--- config.mk ---
export PLATFORM = sky130hd
export DESIGN_NAME = out_pkt_fifo
export DESIGN_NICKNAME = d
export VERILOG_FILES = /design/src/rtl/out_pkt_fifo_pkg.sv /design/src/rtl/out_pkt_fifo_pack.sv /design/src/rtl/out_pkt_fifo.sv
export SDC_FILE = /design/constraint.sdc
export NUM_CORES = 2
export LEC_CHECK = 0
export ABC_AREA = 1
export CORE_ASPECT_RATIO = 1.25
export CORE_MARGIN = 10
export CORE_UTILIZATION = 50
export CTS_CLUSTER_DIAMETER = 200
export DETAILED_ROUTE_END_ITERATION = 8
export PLACE_DENSITY = 0.67
export SYNTH_ARGS = -nofsm -noshare
export SYNTH_HDL_FRONTEND = slang
export SYNTH_SLANG_ARGS = --single-unit
--- constraint.sdc ---
create_clock -name clk_i -period 3.43 [get_ports clk_i]
set_input_delay 1.029 -clock clk_i [delete_from_list [all_inputs] [get_ports clk_i]]
set_output_delay 1.029 -clock clk_i [all_outputs]
set_load 0.1 [all_outputs]
--- src/rtl/out_pkt_fifo_pkg.sv ---
// Shared FSM encodings and elaboration helpers for the packet-aware USB OUT FIFO.
package out_pkt_fifo_pkg;

  localparam logic [1:0] ST_IDLE = 2'd0;
  localparam logic [1:0] ST_DATA = 2'd1;
  localparam logic [1:0] ST_NAK  = 2'd2;

  function automatic int ceil_log2(input int value);
    int r;
    r = 0;
    while ((1 << r) < value) r++;
    return r;
  endfunction

  function automatic bit params_legal(input int app_bytes, input int max_pkt, input int depth);
    return ((app_bytes == 1) || (app_bytes == 2) || (app_bytes == 4)) &&
           (max_pkt >= 8) && (max_pkt <= 64) && (depth >= max_pkt);
  endfunction

endpackage

--- src/rtl/out_pkt_fifo_pack.sv ---
// Read-side beat assembly: gathers up to APP_BYTES committed bytes from rd_ptr and computes the pointer advance.
// Latency: purely combinational from the storage array, rd_ptr and cnt.
// Backpressure: a beat is only consumed (take_o nonzero) when valid_o and ready_i are both high.
module out_pkt_fifo_pack
  import out_pkt_fifo_pkg::*;
#(
  parameter int FIFO_DEPTH = 128,
  parameter int APP_BYTES  = 1,
  parameter int PTR_W      = 7,
  parameter int CNT_W      = 8
) (
  input  logic [FIFO_DEPTH-1:0][7:0] mem_i,
`ifdef OUT_PKT_FIFO_LAST_EN
  input  logic [FIFO_DEPTH-1:0]      tag_i,
`endif
  input  logic [PTR_W-1:0]           rd_ptr_i,
  input  logic [CNT_W-1:0]           cnt_i,
  input  logic                       ready_i,
  output logic [8*APP_BYTES-1:0]     data_o,
  output logic [APP_BYTES-1:0]       keep_o,
  output logic                       last_o,
  output logic                       valid_o,
  output logic [CNT_W-1:0]           take_o,
  output logic [PTR_W-1:0]           rd_ptr_d_o
);

  localparam int SW = PTR_W + 1;

  logic [CNT_W-1:0] n;
  logic [SW-1:0]    sum;
  logic [SW-1:0]    nxt;
  logic [PTR_W-1:0] idx;
  logic             stop;

  always_comb begin
    data_o = '0;
    keep_o = '0;
    last_o = 1'b0;
    n      = '0;
    stop   = 1'b0;
    sum    = '0;
    idx    = '0;
    for (int i = 0; i < APP_BYTES; i++) begin
      sum = {1'b0, rd_ptr_i} + SW'(i);
      if (sum >= SW'(FIFO_DEPTH)) sum = sum - SW'(FIFO_DEPTH);
      idx = sum[PTR_W-1:0];
      if (!stop && (CNT_W'(i) < cnt_i)) begin
        data_o[8*i +: 8] = mem_i[idx];
        keep_o[i]        = 1'b1;
        n                = CNT_W'(i + 1);
`ifdef OUT_PKT_FIFO_LAST_EN
        // A packet end closes the beat so beats never straddle packets.
        if (tag_i[idx]) begin
          stop   = 1'b1;
          last_o = 1'b1;
        end
`endif
      end
    end
    valid_o = (n == CNT_W'(APP_BYTES)) || last_o;
    take_o  = (valid_o && ready_i) ? n : '0;
    nxt     = {1'b0, rd_ptr_i} + SW'(take_o);
    if (nxt >= SW'(FIFO_DEPTH)) nxt = nxt - SW'(FIFO_DEPTH);
    rd_ptr_d_o = nxt[PTR_W-1:0];
  end

endmodule

--- src/rtl/out_pkt_fifo.sv ---
// Packet-aware USB OUT FIFO: speculative SIE writes committed or rolled back per packet; OUT_PKT_FIFO_LAST_EN adds packet-end tags.
// Latency: a committed packet is visible to the application the cycle after its end strobe.
// Backpressure: SIE packets are NAKed whole unless a max-size packet fits; app beats hold until valid & ready.
module out_pkt_fifo
  import out_pkt_fifo_pkg::*;
#(
  parameter int OUT_MAXPACKETSIZE = 64,
  parameter int FIFO_DEPTH        = 128,
  parameter int APP_BYTES         = 1
) (
  input  logic                   clk_i,
  input  logic                   rst_i,
  input  logic [7:0]             out_data_i,
  input  logic                   out_valid_i,
  input  logic                   out_err_i,
  input  logic                   out_ready_i,
  output logic                   out_nak_o,
  output logic                   out_empty_o,
  output logic                   out_full_o,
  output logic [8*APP_BYTES-1:0] app_out_data_o,
  output logic [APP_BYTES-1:0]   app_out_keep_o,
  output logic                   app_out_last_o,
  output logic                   app_out_valid_o,
  input  logic                   app_out_ready_i
);

  localparam int PTR_W = (FIFO_DEPTH > 1) ? ceil_log2(FIFO_DEPTH) : 1;
  localparam int CNT_W = ceil_log2(FIFO_DEPTH + 1);
  localparam int LEN_W = ceil_log2(OUT_MAXPACKETSIZE + 1);

  if (!params_legal(APP_BYTES, OUT_MAXPACKETSIZE, FIFO_DEPTH)) begin : g_bad_params
    $error("out_pkt_fifo: illegal APP_BYTES / OUT_MAXPACKETSIZE / FIFO_DEPTH");
  end

  logic [1:0]                  state_q, state_d;
  logic [PTR_W-1:0]            rd_ptr_q, rd_ptr_d;
  logic [PTR_W-1:0]            wr_ptr_q, wr_ptr_d;
  logic [PTR_W-1:0]            spec_ptr_q, spec_ptr_d;
  logic [CNT_W-1:0]            cnt_q, cnt_d, free, take;
  logic [LEN_W-1:0]            pkt_len_q, pkt_len_d;
  logic                        nak_q, nak_d;
  logic                        wr_en, commit;
  logic [FIFO_DEPTH-1:0][7:0]  mem_q;
`ifdef OUT_PKT_FIFO_LAST_EN
  logic [FIFO_DEPTH-1:0]       tag_q;
  logic [PTR_W-1:0]            spec_prev;

  assign spec_prev = (spec_ptr_q == '0) ? PTR_W'(FIFO_DEPTH - 1) : spec_ptr_q - PTR_W'(1);
`endif

  function automatic logic [PTR_W-1:0] ptr_inc(input logic [PTR_W-1:0] p);
    return (p == PTR_W'(FIFO_DEPTH - 1)) ? '0 : p + PTR_W'(1);
  endfunction

  assign free        = CNT_W'(FIFO_DEPTH) - cnt_q;
  assign out_empty_o = (cnt_q == '0);
  assign out_full_o  = (free < CNT_W'(OUT_MAXPACKETSIZE));
  assign out_nak_o   = nak_q;

  always_comb begin
    state_d    = state_q;
    spec_ptr_d = spec_ptr_q;
    wr_ptr_d   = wr_ptr_q;
    pkt_len_d  = pkt_len_q;
    nak_d      = nak_q;
    wr_en      = 1'b0;
    commit     = 1'b0;
    if (out_ready_i) begin
      if (out_err_i) begin
        spec_ptr_d = wr_ptr_q;
        state_d    = ST_IDLE;
        nak_d      = 1'b0;
      end else if (out_valid_i) begin
        case (state_q)
          ST_IDLE: begin
            // Admit only if a full max-size packet fits, so speculative bytes never hit committed data.
            if (free >= CNT_W'(OUT_MAXPACKETSIZE)) begin
              wr_en      = 1'b1;
              spec_ptr_d = ptr_inc(spec_ptr_q);
              pkt_len_d  = LEN_W'(1);
              state_d    = ST_DATA;
              nak_d      = 1'b0;
            end else begin
              state_d = ST_NAK;
              nak_d   = 1'b1;
            end
          end
          ST_DATA: begin
            if (pkt_len_q < LEN_W'(OUT_MAXPACKETSIZE)) begin
              wr_en      = 1'b1;
              spec_ptr_d = ptr_inc(spec_ptr_q);
              pkt_len_d  = pkt_len_q + LEN_W'(1);
            end else begin
              state_d = ST_NAK;
              nak_d   = 1'b1;
            end
          end
          default: ;
        endcase
      end else begin
        if (state_q == ST_DATA) begin
          commit   = 1'b1;
          wr_ptr_d = spec_ptr_q;
        end else if (state_q == ST_NAK) begin
          spec_ptr_d = wr_ptr_q;
        end
        state_d = ST_IDLE;
      end
    end
    cnt_d = cnt_q + (commit ? CNT_W'(pkt_len_q) : '0) - take;
  end

  always_ff @(posedge clk_i) begin
    if (rst_i) begin
      state_q    <= ST_IDLE;
      rd_ptr_q   <= '0;
      wr_ptr_q   <= '0;
      spec_ptr_q <= '0;
      cnt_q      <= '0;
      pkt_len_q  <= '0;
      nak_q      <= 1'b0;
      mem_q      <= '0;
`ifdef OUT_PKT_FIFO_LAST_EN
      tag_q      <= '0;
`endif
    end else begin
      state_q    <= state_d;
      rd_ptr_q   <= rd_ptr_d;
      wr_ptr_q   <= wr_ptr_d;
      spec_ptr_q <= spec_ptr_d;
      cnt_q      <= cnt_d;
      pkt_len_q  <= pkt_len_d;
      nak_q      <= nak_d;
      if (wr_en) mem_q[spec_ptr_q] <= out_data_i;
`ifdef OUT_PKT_FIFO_LAST_EN
      if (wr_en) tag_q[spec_ptr_q] <= 1'b0;
      if (commit) tag_q[spec_prev] <= 1'b1;
`endif
    end
  end

  out_pkt_fifo_pack #(
    .FIFO_DEPTH (FIFO_DEPTH),
    .APP_BYTES  (APP_BYTES),
    .PTR_W      (PTR_W),
    .CNT_W      (CNT_W)
  ) u_pack (
    .mem_i      (mem_q),
`ifdef OUT_PKT_FIFO_LAST_EN
    .tag_i      (tag_q),
`endif
    .rd_ptr_i   (rd_ptr_q),
    .cnt_i      (cnt_q),
    .ready_i    (app_out_ready_i),
    .data_o     (app_out_data_o),
    .keep_o     (app_out_keep_o),
    .last_o     (app_out_last_o),
    .valid_o    (app_out_valid_o),
    .take_o     (take),
    .rd_ptr_d_o (rd_ptr_d)
  );

endmodule

==> impl_metrics.sql <==
INSERT INTO impl_metrics (metric_group, metric, value, unit) VALUES
('outcome', 'status', 'finished, violations left', ''),
('outcome', 'failed_checks', 'setup timing', ''),
('die', 'chipWidth', '312', 'um'),
('clocking', 'cts-htree-levels', '3', ''),
('drt', 'route.vias.total', '56400', ''),
('synthesis', 'synth_seq_cells', '1063', ''),
('drt', 'firstDrtPassIters', '6', ''),
('critical_path', 'timing.rr.end', 'cnt_q[6]$_SDFF_PP0_', ''),
('synthesis', 'synth_area_leaders', 'dfxtp_1, nand2_1, nand4_1', ''),
('die', 'die_area', '120000', 'um^2'),
('timing', 'finalHoldViolations', '0', ''),
('timing', 'final-setup-viol-count', '8', ''),
('timing', 'final.setup_skew', '0.0256', 'ns'),
('drt', 'detail_route.iter0.violations', '6612', ''),
('synthesis', 'synth_fp_nets', '7805', ''),
('power_and_ir_drop', 'cellPowerDensity', '615', 'nW/um^2'),
('timing', 'postLayoutSetupSlackWorst', '-0.665', 'ns'),
('placement', 'post-place-cells', '8945', ''),
('die', 'floorplan.initialDensity', '50.5', '%'),
('timing', 'finalMaxSlewViolations', '0', ''),
('critical_path', 'timing.critical_path.required', '2.40', 'ns'),
('die', 'rows', '133', ''),
('timing', 'max_clock_freq', '0.244', 'GHz'),
('die', 'pin_count', '28', ''),
('clocking', 'cts_tree', 'yes', ''),
('synthesis', 'synth.top_cell.area_share', '39.9', '%'),
('critical_path', 'setup.worst_path.end', 'app_out_data_o[3]', ''),
('global_routing', 'grt_antenna_before_repair', '1', ''),
('cells_and_area', 'stdcell_count', '9180', ''),
('synthesis', 'synth-warning-count', '0', ''),
('critical_path', 'ordered_cell_list_for_the_critical_path', 'buf_12 -> buf_16 -> buf_4 -> nand2_1 -> nand2_1 -> nand2_1 -> nand3_1 -> nand3_1 -> nand2_2 -> nand3_1 -> nand3_1 -> nand2_2 -> nor2_4 -> buf_12', ''),
('synthesis', 'yosysSeqAreaShare', '39.9', '%'),
('synthesis', 'synth-main-ff-cell', 'dfxtp_1', ''),
('cells_and_area', 'nNetsFinal', '7704', ''),
('placement', 'detailed_place_hpwl', '118000', 'um'),
('synthesis', 'synthesis.instances', '7772', ''),
('critical_path', 'cp-start-kind', 'register', ''),
('timing', 'max-slew-margin-rel', '41.7', '%'),
('timing', 'timing.final.crit_share', '119', '%'),
('global_routing', 'grt_use_total', '30.4', '%'),
('timing', 'worst-slew-pin-transition', '0.874', 'ns'),
('critical_path', 'critical_path_class', 'reg -> out', ''),
('cells_and_area', 'num_antenna_cells', '0', ''),
('critical_path', 'slowest_delay', '0.43', 'ns'),
('critical_path', 'timing.critical_path.max_delay_family', 'simple AND/OR/NAND/NOR gates', ''),
('critical_path', 'setup.worst_path.end_class', 'output port', ''),
('critical_path', 'worst-path-buf-inv', '4', ''),
('critical_path', 'worst_path_most_repeated_cell', 'nand3_1', ''),
('drt', 'ant_nets', '0', ''),
('critical_path', 'critPathSlowestCell', 'dfxtp_4', ''),
('global_routing', 'grt_pass1_vias', '51900', ''),
('cells_and_area', 'area_delta_synth_final', '15.8', '%'),
('clocking', 'clock_latency', '0.72', 'ns'),
('placement', 'place.port_buffers', '26', ''),
('critical_path', 'r2r-start', 'cnt_q[0]$_SDFF_PP0_', ''),
('die', 'die-height', '385', 'um'),
('power_and_ir_drop', 'power.ir.vdd_worst', '0.000562', 'V'),
('synthesis', 'synth_enable_flop_cells', '0', ''),
('global_routing', 'grt.overflow.total', '0', ''),
('clocking', 'numClockSinks', '1063', ''),
('critical_path', 'crit_cells', '14', ''),
('critical_path', 'ff2ff_setup_slack', '0.41', 'ns'),
('synthesis', 'netlist_area', '53300', 'um^2'),
('drt', 'post-route-drc-count', '0', ''),
('clocking', 'tritoncts.num_buffers', '108', ''),
('timing', 'final.min_clock_period', '4.09', 'ns'),
('drt', 'wirelength', '193000', 'um'),
('clocking', 'clk_transition_reported_paths', '0.06', 'ns'),
('global_routing', 'maximum_number_of_pins_on_one_net_before_global_route_repair', '170', ''),
('placement', 'gp_congestion', '0.934', ''),
('worst_hold_path', 'min-delay-path-class', 'reg -> reg', '');
[tightest hold or removal path: stages, from the launching register on]
cell and delay (ns):
dfxtp_1 0.30, nand2_1 0.06, a21oi_1 0.05
[cell families after synthesis]
group | count (synthesis) | synth area share, %
simple gates | 4118 | 35.8
xor+xnor | 9 | 0.148
fa+ha+maj | 19 | 0.460
other cells | 1 | 0.00704
compound gates | 1569 | 15.2
buf+inv | 993 | 8.43
flops | 1063 | 39.9
[final cells by class]
| cell class | instances | area [um^2] |
|---|---|---|
| Tap cell | 1417 | 1770 |
| Multi-Input combinational cell | 5716 | 27900 |
| Sequential cell | 1063 | 21300 |
| Clock inverter | 44 | 583 |
| Fill cell | 9912 | 43800 |
| Timing Repair Buffer | 487 | 5830 |
| Inverter | 292 | 1130 |
| Timing Repair inverter | 3 | 33.8 |
| Clock buffer | 158 | 3210 |
[registers in the layout (all words and copies together), names as in the netlist]
name,flops
wr_ptr_q,7
rd_ptr_q,7
pkt_len_q,7
state_q,2
mem_q,1024
cnt_q,8
out_nak_o,1
spec_ptr_q,7
[cells in the mapped netlist (3+ instances only)]
master,n
buf_1,26
nand3_1,450
xnor2_1,5
nand2_2,8
inv_1,280
o21ai_0,371
buf_6,29
clkinv_1,7
ha_1,18
nor2_2,116
xor2_1,4
nand4_1,947
nand3_2,60
a21oi_1,1104
nand2_1,1867
and3_1,4
buf_4,61
nor2_1,662
o22ai_1,20
o211ai_1,63
clkbuf_1,335
nor3_1,3
dfxtp_1,1063
inv_2,4
buf_2,249
[placed cells by master (no fill, tap or decap), types with 18 or more instances in the layout]
master,instances
o211ai_1,63
nand3_1,435
nor2_2,139
a21oi_1,1097
clkbuf_8,30
inv_1,274
o21ai_0,298
nand3_2,74
ha_1,18
o22ai_1,19
nor2_1,633
buf_4,314
clkbuf_1,19
clkbuf_16,111
nand2_1,1830
nand2_2,45
buf_12,119
dfxtp_1,1060
buf_6,20
o21ai_1,65
clkinv_2,23
nand4_1,947
[through the flow]
step	TNS [ns]	area, um^2	util [%]	setup slack (ns)
CTS	-4.88	61500	58.3	-0.631
finish	-5.10	61700	58.5	-0.665
global placement	-1.01	56700	53.8	-0.365
detailed placement	-0.871	56700	53.8	-0.331
floorplan	-0.0519	53300	-	-0.0519
global route	-5.83	61700	58.5	-0.778
[where the power goes]
group	leakage [uW]	switching, uW	internal [uW]
logic	0.0105	8740	4040
registers	0.00856	68.9	12400
clock network	0.00187	5360	7330
[repair_timing]
item / 4_1_cts / 5_1_grt
pin swaps: 47 / 13
gates resized for setup: 165 / 50
buffers inserted: 13 / 3
cloned: 18 / 2
setup endpoints to repair: 8 / 8
[layer usage]
layer / share of wire, % / up-vias / global-route usage (%)
li1: - / 26600 / -
met4: 5.7 / 2 / 17.3
met3: 8.7 / 571 / 4.87
met5: 0.0067 / - / 0
met1: 39 / 26600 / 38.5
met2: 46 / 2717 / 49.0
[worst min path at each step]
stage / startpoint / to / slack, ns / cells after the start
after CTS: mem_q[873]$_SDFFE_PP0P_ / mem_q[873]$_SDFFE_PP0P_ / 0.46 / 2
after detailed placement: mem_q[895]$_SDFFE_PP0P_ / mem_q[895]$_SDFFE_PP0P_ / 0.45 / 2
after global routing: mem_q[464]$_SDFFE_PP0P_ / mem_q[464]$_SDFFE_PP0P_ / 0.47 / 2
after floorplan: wr_ptr_q[5]$_SDFFE_PP0P_ / wr_ptr_q[5]$_SDFFE_PP0P_ / 0.43 / 2
final: mem_q[856]$_SDFFE_PP0P_ / mem_q[856]$_SDFFE_PP0P_ / 0.46 / 2
after global placement: mem_q[856]$_SDFFE_PP0P_ / mem_q[856]$_SDFFE_PP0P_ / 0.44 / 2
(Power assumes the default switching activity.)
